**src/rtl/div.sv**
```systemverilog
// Iterative radix-2 restoring divider for RV32M DIV/DIVU/REM/REMU.
// One quotient bit per cycle; stalls the pipeline while busy and honours annul.
module div (
  input  logic        clk,
  input  logic        rst,
  input  logic        start_i,
  input  logic        annul_i,
  input  logic [1:0]  op_i,
  input  logic [31:0] opdata1_i,
  input  logic [31:0] opdata2_i,
  output logic [31:0] result_o,
  output logic        ready_o,
  output logic        stallreq_o
);

  // state    | meaning
  // IDLE     | waiting for an accepted start_i
  // DIV_ZERO | divisor was zero; result is fixed, one cycle
  // DIV_ON   | 32 shift/trial-subtract iterations, cnt 0..31
  // DIV_END  | result_o valid, ready_o strobe
  typedef enum logic [1:0] {IDLE, DIV_ZERO, DIV_ON, DIV_END} state_t;

  state_t      state, state_nxt;
  logic [4:0]  cnt;
  logic [32:0] r;
  logic [31:0] q;
  logic [31:0] dsr;
  logic [1:0]  op_r;
  logic        sign_a, sign_b;

  logic        signed_mode;
  logic        accept;
  logic        dsr_zero;
  logic [31:0] abs_a, abs_b;

  assign signed_mode = ~op_i[0];
  assign accept      = (state == IDLE) & start_i & ~annul_i;
  assign dsr_zero    = (opdata2_i == 32'd0);
  assign abs_a       = (signed_mode & opdata1_i[31]) ? (~opdata1_i + 32'd1) : opdata1_i;
  assign abs_b       = (signed_mode & opdata2_i[31]) ? (~opdata2_i + 32'd1) : opdata2_i;

  logic [33:0] trial;
  logic [32:0] r_step;
  logic [31:0] q_step;
  logic [31:0] q_fix, r_fix;
  logic [31:0] div_res, zero_res;
  logic        neg_q, neg_r;

  always_comb begin
    trial = {r, q[31]} - {2'b00, dsr};
    if (!trial[33]) begin
      r_step = trial[32:0];
      q_step = {q[30:0], 1'b1};
    end else begin
      r_step = {r[31:0], q[31]};
      q_step = {q[30:0], 1'b0};
    end
  end

  // Sign fix-up is applied to the final iteration's values, not the registers.
  assign neg_q    = ~op_r[0] & (sign_a ^ sign_b);
  assign neg_r    = ~op_r[0] & sign_a;
  assign q_fix    = neg_q ? (~q_step + 32'd1) : q_step;
  assign r_fix    = neg_r ? (~r_step[31:0] + 32'd1) : r_step[31:0];
  assign div_res  = op_r[1] ? r_fix : q_fix;
  // In the divide-by-zero path q holds the raw dividend.
  assign zero_res = op_r[1] ? q : 32'hFFFF_FFFF;

  always_comb begin
    state_nxt  = state;
    stallreq_o = 1'b0;
    case (state)
      IDLE: begin
        stallreq_o = start_i & ~annul_i;
        if (accept) state_nxt = dsr_zero ? DIV_ZERO : DIV_ON;
      end
      DIV_ZERO: begin
        stallreq_o = 1'b1;
        state_nxt  = annul_i ? IDLE : DIV_END;
      end
      DIV_ON: begin
        stallreq_o = ~annul_i;
        if (annul_i)             state_nxt = IDLE;
        else if (cnt == 5'd31)   state_nxt = DIV_END;
      end
      DIV_END: state_nxt = IDLE;
      default: state_nxt = IDLE;
    endcase
  end

  always_ff @(posedge clk or negedge rst) begin
    if (!rst) begin
      state <= IDLE;
    end else begin
      state <= state_nxt;
    end
  end

  always_ff @(posedge clk or negedge rst) begin
    if (!rst) begin
      cnt      <= 5'd0;
      r        <= 33'd0;
      q        <= 32'd0;
      dsr      <= 32'd0;
      op_r     <= 2'd0;
      sign_a   <= 1'b0;
      sign_b   <= 1'b0;
      result_o <= 32'd0;
      ready_o  <= 1'b0;
    end else begin
      ready_o <= (state_nxt == DIV_END);
      case (state)
        IDLE: begin
          if (accept) begin
            op_r   <= op_i;
            sign_a <= signed_mode & opdata1_i[31];
            sign_b <= signed_mode & opdata2_i[31];
            dsr    <= abs_b;
            cnt    <= 5'd0;
            r      <= 33'd0;
            q      <= dsr_zero ? opdata1_i : abs_a;
          end
        end
        DIV_ON: begin
          if (!annul_i) begin
            r   <= r_step;
            q   <= q_step;
            cnt <= cnt + 5'd1;
            if (cnt == 5'd31) result_o <= div_res;
          end
        end
        DIV_ZERO: begin
          if (!annul_i) result_o <= zero_res;
        end
        default: ;
      endcase
    end
  end

endmodule

```
**config.mk**
```make
export PLATFORM = sky130hd
export DESIGN_NAME = div
export DESIGN_NICKNAME = d
export VERILOG_FILES = /design/src/rtl/div.sv
export SDC_FILE = /design/constraint.sdc
export NUM_CORES = 1
export LEC_CHECK = 0
export BUFFER_PORTS_ARGS = -buffer_cell sky130_fd_sc_hd__buf_2
export CAP_MARGIN = 20
export CELL_PAD_IN_SITES_DETAIL_PLACEMENT = 1
export CELL_PAD_IN_SITES_GLOBAL_PLACEMENT = 1
export CORE_MARGIN = 8
export CORE_UTILIZATION = 46
export CTS_BUF_LIST = sky130_fd_sc_hd__clkbuf_16
export CTS_CLUSTER_DIAMETER = 80
export DETAILED_ROUTE_END_ITERATION = 6
export PLACE_DENSITY_LB_ADDON = 0.15
export REMOVE_ABC_BUFFERS = 1
export SYNTH_ARGS = -nofsm -noshare
export SYNTH_HDL_FRONTEND = slang
export SYNTH_SLANG_ARGS = --single-unit
```
**constraint.sdc**
```tcl
create_clock -name clk -period 5.4 [get_ports clk]
set_clock_uncertainty 0.15 [all_clocks]
set_input_delay 1.35 -clock clk [delete_from_list [all_inputs] [get_ports clk]]
set_output_delay 1.35 -clock clk [all_outputs]
set_load 0.05 [all_outputs]
```
==> results.md, run 1 <==
- Post-Place Worst Slack: 0.330 ns
- Routability cong.: 0.861
- Post-DP Area: 0.0128 mm²
- First-pass GRT wire length: 66,400 µm
- Clock Latency Late Sink: 0.44 ns
- Seq pwr share: 19.9%
- Row count: 59
- H-Tree Depth: 4
- Synth Register Bits: 141
- Critical Path Source Type: flop
- CP required: 5.56 ns
- Leak: 0.00579 µW
- PwrDens: 622 mW/mm²
- Starting Density: 46.4%
- Sw frac: 52.3%
- Crit. Startpoint: r[3]
- Setup tns final: 0 ns
- Synthesis-to-finish area growth: 12.1%
- Sequential fraction of the synthesis area: 29.5%
- Clock group share of total power: 15.2%
- Max-slew violations: 0
- Slew at the pin with the worst max-slew slack: 1.15 ns
- Final-report hold violation count: 0
- Via density: 6.20
- Sinks on Clock Net: 141
- Antenna viol nets, final: 0
- Relative slew slack: 23.1%
- Syn avg cell area: 7.80 µm²
- Hold_sp: result_o[0]
- CTS buffer count: 17
- WL per Instance: 21.3 µm
- Synthesized cell area: 0.0120 mm²
- Mapped Cells: 1,534
- Max FO, Critical Path: 10
- Fmax: 0.193 GHz
- Setup bufs post-CTS: 0
- Internal cell power: 3980 µW
- ANT cells: 0
- CTS max path bufs: 2
- Layout cells sized above 1: 13.4%
- Die Y: 177 µm
- Detailed placer's ending HPWL: 31,000 µm
- Net load switching power: 4360 µW
- Final WL: 41,400 µm
- Top cell type's share of synthesized area: 29.5%
- All-Layer GR Usage: 26.3%
- Worst hold path type: reg -> reg
- Post-synth top cells: 193 x nand2_1, 174 x o21ai_0, 141 x dfrtp_1
- Hold-fix buffers, CTS: 0
- Critical path class: reg -> reg
- Cell count after placement: 1,912
- Synth async-reset ratio: 100%
- Initial antenna violation count: 0
- WHS: 0.330 ns
- Cell taking the most area after synthesis: dfrtp_1
- Non-Filler Instances: 1,944
- Status: finished clean
- Worst reg2reg path depth: 22
- Worst flop-to-flop path startpoint: r[3]
- DRC viols: 0
- TritonCTS clock tree: done
- First-pass DRT Iterations: 5
- Final setup viols: 0
- Vias: 12,051
- Cell area after layout: 0.0134 mm²
- Crit. End Element: flop
- Setup ws final: 0.225 ns
- Final worst path period need: 5.17 ns
- Die ar.: 0.0314 mm²
- Final worst path period share: 95.8%
- Io pins: 104
- Port buffer count: 103
- Nets: 1,706
- Number of synthesized flops with an enable pin: 0
- Core ar.: 0.0258 mm²
- Power share of the combinational group: 64.9%
- Peak VDD IR: 0.000344 V
- Max-cap viol count: 0
- Top-count cell post-synth: nand2_1
- Number of cells on the worst hold path: 1
- Largest net degree at the start of global routing: 94
- Main flop type after synthesis: dfrtp_1
- Synth top area cells: dfrtp_1 29%, o21ai_0 7.3%, nand2_1 6.1%
- Iter 0 DRT Violations: 925
- Crit path DAT: 5.33 ns
- Die W: 177 µm
- Grt ovf: 0
- Root buffer cell: clkbuf_16
- Cell variety after synth: 84
- Worst-path clk slew: 0.07 ns
- Ys Warns: 0
- Vias in the first global route: 12,369
[critical path, cell delays in order, from the launching register on]
cell and delay (ns):
dfrtp_1 0.44, ha_1 0.44, and2_1 0.23, or2_1 0.28, o211ai_2 0.29, a211oi_2 0.15, o21a_1 0.23, nor2_4 0.12
inv_1 0.11, buf_4 0.19, nand2_1 0.07, o21ai_0 0.13, inv_1 0.10, ha_1 0.24, nand2b_1 0.08, or3_1 0.36
nor4_1 0.21, buf_4 0.18, nand4_1 0.14, o311ai_2 0.16, xor2_1 0.12, a2111oi_1 0.50, nor3_2 0.09
[cell usage in the layout, fill, tap and decap left out, drive strengths merged, types with 33 or more instances in the layout]
cell type / Yosys / routed
a21oi: 114 / 114
nor3: 33 / 33
inv: 51 / 57
nand2: 193 / 193
xor2: 80 / 80
o31ai: 33 / 33
nor2: 132 / 132
buf: 29 / 134
o21ai: 184 / 184
dfrtp: 141 / 141
ha: 38 / 38
xnor2: 62 / 62
[what timing repair did]
item / CTS / global route
hold endpoints to repair: 0 / 0
setup endpoints to repair: 0 / 5
resized for setup: 0 / 9
[power groups by stage]
stage	Combinational (µW)	Sequential, µW	Clock [µW]
finish	5420	1660	1270
global placement	5180	1650	0
CTS	5340	1650	1290
global route	5910	1700	1330
floorplan	3690	1660	0
detailed placement	5300	1670	0
[state kept, by name (all words and copies together), names as in the netlist]
register  cells
r            33
dsr          32
q            32
result_o     32
cnt           5
op_r          2
state         2
ready_o       1
sign_a        1
sign_b        1
[worst paths after layout]
path	slack, ns	endpoint
max in group asynchronous	3.20	result_o[18]
setup / recovery	0.23	result_o[20]
hold / removal	0.33	result_o[0]
hold reg to reg	0.33	result_o[0]
min in group asynchronous	0.86	dsr[2]
setup reg to reg	0.23	result_o[20]
[cells by family after synthesis]
logic type               after synthesis  share of synthesized area, %
AO/OA/AOI/OAI                        527                          28.3
XOR/XNOR                             142                          10.4
adder cells (fa/ha/maj)               39                          4.14
buffers and inverters                141                          4.81
flip-flops                           141                          29.5
multiplexers                          27                          2.26
AND/OR/NAND/NOR                      517                          20.5
[metrics by stage]
step | utilization (%) | total power [µW]
final | 52.1 | 8340
after global routing | 52.1 | 8940
after CTS | 51.9 | 8280
after detailed placement | 49.6 | 6960
after global placement | 49.6 | 6830
after floorplan | - | 5350
[layer usage]
metal / vias up / part of all wire [%] / track usage, %
li1: 5700 / - / -
met1: 5946 / 45 / 34.9
met2: 323 / 48 / 43.7
met3: 82 / 4.0 / 3.03
met4: 0 / 2.7 / 9.41
met5: - / 0 / 0
[cell type report]
class / count / area, µm²
flip-flops and latches: 141 / 3530
well taps: 335 / 419
fillers: 3215 / 12400
inverters: 51 / 191
multi-input cells: 1252 / 7910
repair buffers: 134 / 754
clock buffers: 17 / 425
clock inverters: 14 / 183
Note: power is estimated with default switching activity, not from simulation.
==> run 2, diff against run 1 <==
--- a/config.mk
+++ b/config.mk
@@ -8,9 +8,9 @@
 export BUFFER_PORTS_ARGS = -buffer_cell sky130_fd_sc_hd__buf_2
 export CAP_MARGIN = 20
 export CELL_PAD_IN_SITES_DETAIL_PLACEMENT = 1
-export CELL_PAD_IN_SITES_GLOBAL_PLACEMENT = 1
+export CELL_PAD_IN_SITES_GLOBAL_PLACEMENT = 2
 export CORE_MARGIN = 8
-export CORE_UTILIZATION = 46
+export CORE_UTILIZATION = 36
 export CTS_BUF_LIST = sky130_fd_sc_hd__clkbuf_16
 export CTS_CLUSTER_DIAMETER = 80
 export DETAILED_ROUTE_END_ITERATION = 6
==> run 2 against run 1 <==
  * Final area is 2.2% higher
  * Sequential cell count is the same
  * Sequential share of layout area shrank 0.56 points
  * Cell count up 6.3%
  * Worst hold slack got worse by 0.0058 ns
  * Setup slack improved by 0.095 ns
  * Global-route usage shrank 4.5 points
  * Largest power group unchanged
==> results.md, run 2 (synthesized netlist as in run 1, its figures left out) <==
- Status: finished clean
- WL per Instance: 20.7 µm (-2.7%)
- Fmax: 0.197 GHz (+1.9%)
- PwrDens: 617 mW/mm² (-0.86%)
- Core ar.: 0.0326 mm² (+27%)
- Via density: 5.69 (-8.2%)
- Vias in the first global route: 12,284 (-0.69%)
- Worst Setup EP: result_o[30]
- Nets: 1,721 (+0.88%)
- Cells along the critical path: ha_2, and4_1, and3_1, nand3_1, a211oi_2, o21a_1, nor2_4, inv_1, mux2i_1, ha_1, nand2b_1, or3_1, nor4_1, o2111ai_1, o41ai_2, nand2_1, and4bb_1, mux2i_1, nor2_1
- Sinks on Clock Net: 141 (unchanged)
- Largest net degree at the start of global routing: 94 (unchanged)
- Final worst path period need: 5.08 ns (-0.0947 ns)
- Grt ovf: 0 (unchanged)
- Slew at the pin with the worst max-slew slack: 1.02 ns (-0.132 ns)
- CP required: 5.57 ns (about the same)
- Post-layout util: 42.0% (-10 points)
- Port buffer count: 103 (unchanged)
- Row count: 66 (+12%)
- Relative slew slack: 31.7% (+8.6 points)
- First-pass DRT Iterations: 5 (unchanged)
- Leading cell type in the layout, fill and taps excluded: nand2_1
- Worst-path clk slew: 0.06 ns (about the same)
- Synthesis-to-finish area growth: 14.6%
- Routability cong.: 0.876 (+1.8%)
- CTS buffer count: 17 (unchanged)
- Max-slew violations: 0 (unchanged)
- Worst hold path type: reg -> reg
- Max-cap viol count: 0 (unchanged)
- Crit path DAT: 5.25 ns (-0.08 ns)
- RSZ-0062 raised after global routing: yes
- Die W: 198 µm (+12%)
- Iter 0 DRT Violations: 710 (-23%)
- Io pins: 104 (unchanged)
- Commonest cells after routing, fill and taps aside: 193 x nand2_1, 172 x o21ai_0, 141 x dfrtp_1
- Final setup viols: 0 (unchanged)
- Starting Density: 36.7% (-9.8 points)
- Setup bufs post-CTS: 0 (unchanged)
- Clock Latency Late Sink: 0.44 ns (about the same)
- Final WL: 42,800 µm (+3.4%)
- Vias: 11,763 (-2.4%)
- Fillers: 3,982 (+24%)
- Design Power: 8450 µW (+1.3%)
- Peak VDD IR: 0.000254 V (-26%)
- Final-report hold violation count: 0 (unchanged)
- Crit-path max cell delay: 0.45 ns (-0.05 ns)
- Crit. Startpoint: r[23]
- CTS max path bufs: 2 (unchanged)
- First-pass GRT wire length: 68,400 µm (+2.9%)
- Initial antenna violation count: 0 (unchanged)
- H-Tree Depth: 4 (unchanged)
- Critical path class: reg -> reg
- WHS: 0.324 ns (-0.00576 ns)
- Crit. End Element: flop
- Most frequent cell on the critical path: mux2i_1
- R2r endpoint: result_o[30]
- Critical Path Source Type: flop
- Root buffer cell: clkbuf_16
- Detailed placer's ending HPWL: 32,500 µm (+5.0%)
- Worst reg2reg path depth: 19 (-14%)
- Final worst path period share: 94.1% (-1.8 points)
- Leak: 0.00589 µW (+1.8%)
- ANT cells: 0 (unchanged)
- Reg2Reg Setup Slack: 0.32 ns (+0.09 ns)
- Worst flop-to-flop path startpoint: r[23]
- Largest Register: r
- All-Layer GR Usage: 21.9% (-4.5 points)
- CP max stage cell: dfrtp_1
- Max FO, Critical Path: 9 (-1)
- Antenna viol nets, final: 0 (unchanged)
- Die Y: 198 µm (+12%)
- TritonCTS clock tree: done
- Max reg flops: 33 (unchanged)
- DRC viols: 0 (unchanged)
- Die ar.: 0.0393 mm² (+25%)
- Layout cells sized above 1: 13.7% (+0.31 points)
## run 2: worst max-delay path, delay by kind of cell, from the launching register on
kind	cells	cell delay [ns]
mux	2	0.54
fa+ha+maj	2	0.73
compound gates	4	0.91
buf+inv	1	0.19
simple gates	10	2.00
flops	1	0.45
## run 2: worst min path at each step
stage | startpoint | to | slack, ns | depth (start not counted)
after global routing | result_o[5] | result_o[5] | 0.35 | 1
final | result_o[5] | result_o[5] | 0.32 | 1
after floorplan | dsr[10] | dsr[10] | 0.30 | 2
after global placement | result_o[0] | result_o[0] | 0.31 | 1
after detailed placement | result_o[3] | result_o[3] | 0.31 | 1
after CTS | result_o[5] | result_o[5] | 0.33 | 1
## run 2: final cells by class
type | instances | area [µm²] | area share, %
clock buffer | 17 | 425 | 3.10
clock inverter | 14 | 224 | 1.63
inverter | 51 | 191 | 1.40
multi-input combinational | 1252 | 7900 | 57.6
sequential | 141 | 3530 | 25.8
tap | 442 | 553 | 4.04
timing repair buffer | 149 | 885 | 6.46
## run 2: repair_timing
action                     CTS  global route
hold buffers                 0             0
setup endpoints to repair    0             7
hold endpoints to repair     0             0
gates resized for setup      0             5
## run 2: power by group
part	internal (µW)	switching [µW]
Clock	858	500
Sequential	1300	342
Combinational	1990	3460
Total	4150	4300
## run 2: per-layer routing
layer  share of wire [%]  global-route usage, %
met1                  47                   29.0
met2                  48                   36.4
met3                 3.3                   3.60
met4                 2.0                   5.89
met5                   0                      0
## run 2: metrics by stage
step	TNS, ns	worst slack (ns)	area (µm²)	cells
final	0	0.320	13700	2066
after global routing	-0.137	-0.0735	13700	2066
after CTS	0	0.193	13700	2063
after detailed placement	0	0.212	13000	2032
after global placement	0	0.398	13000	2032
after floorplan	-11.96	-1.48	11600	1444
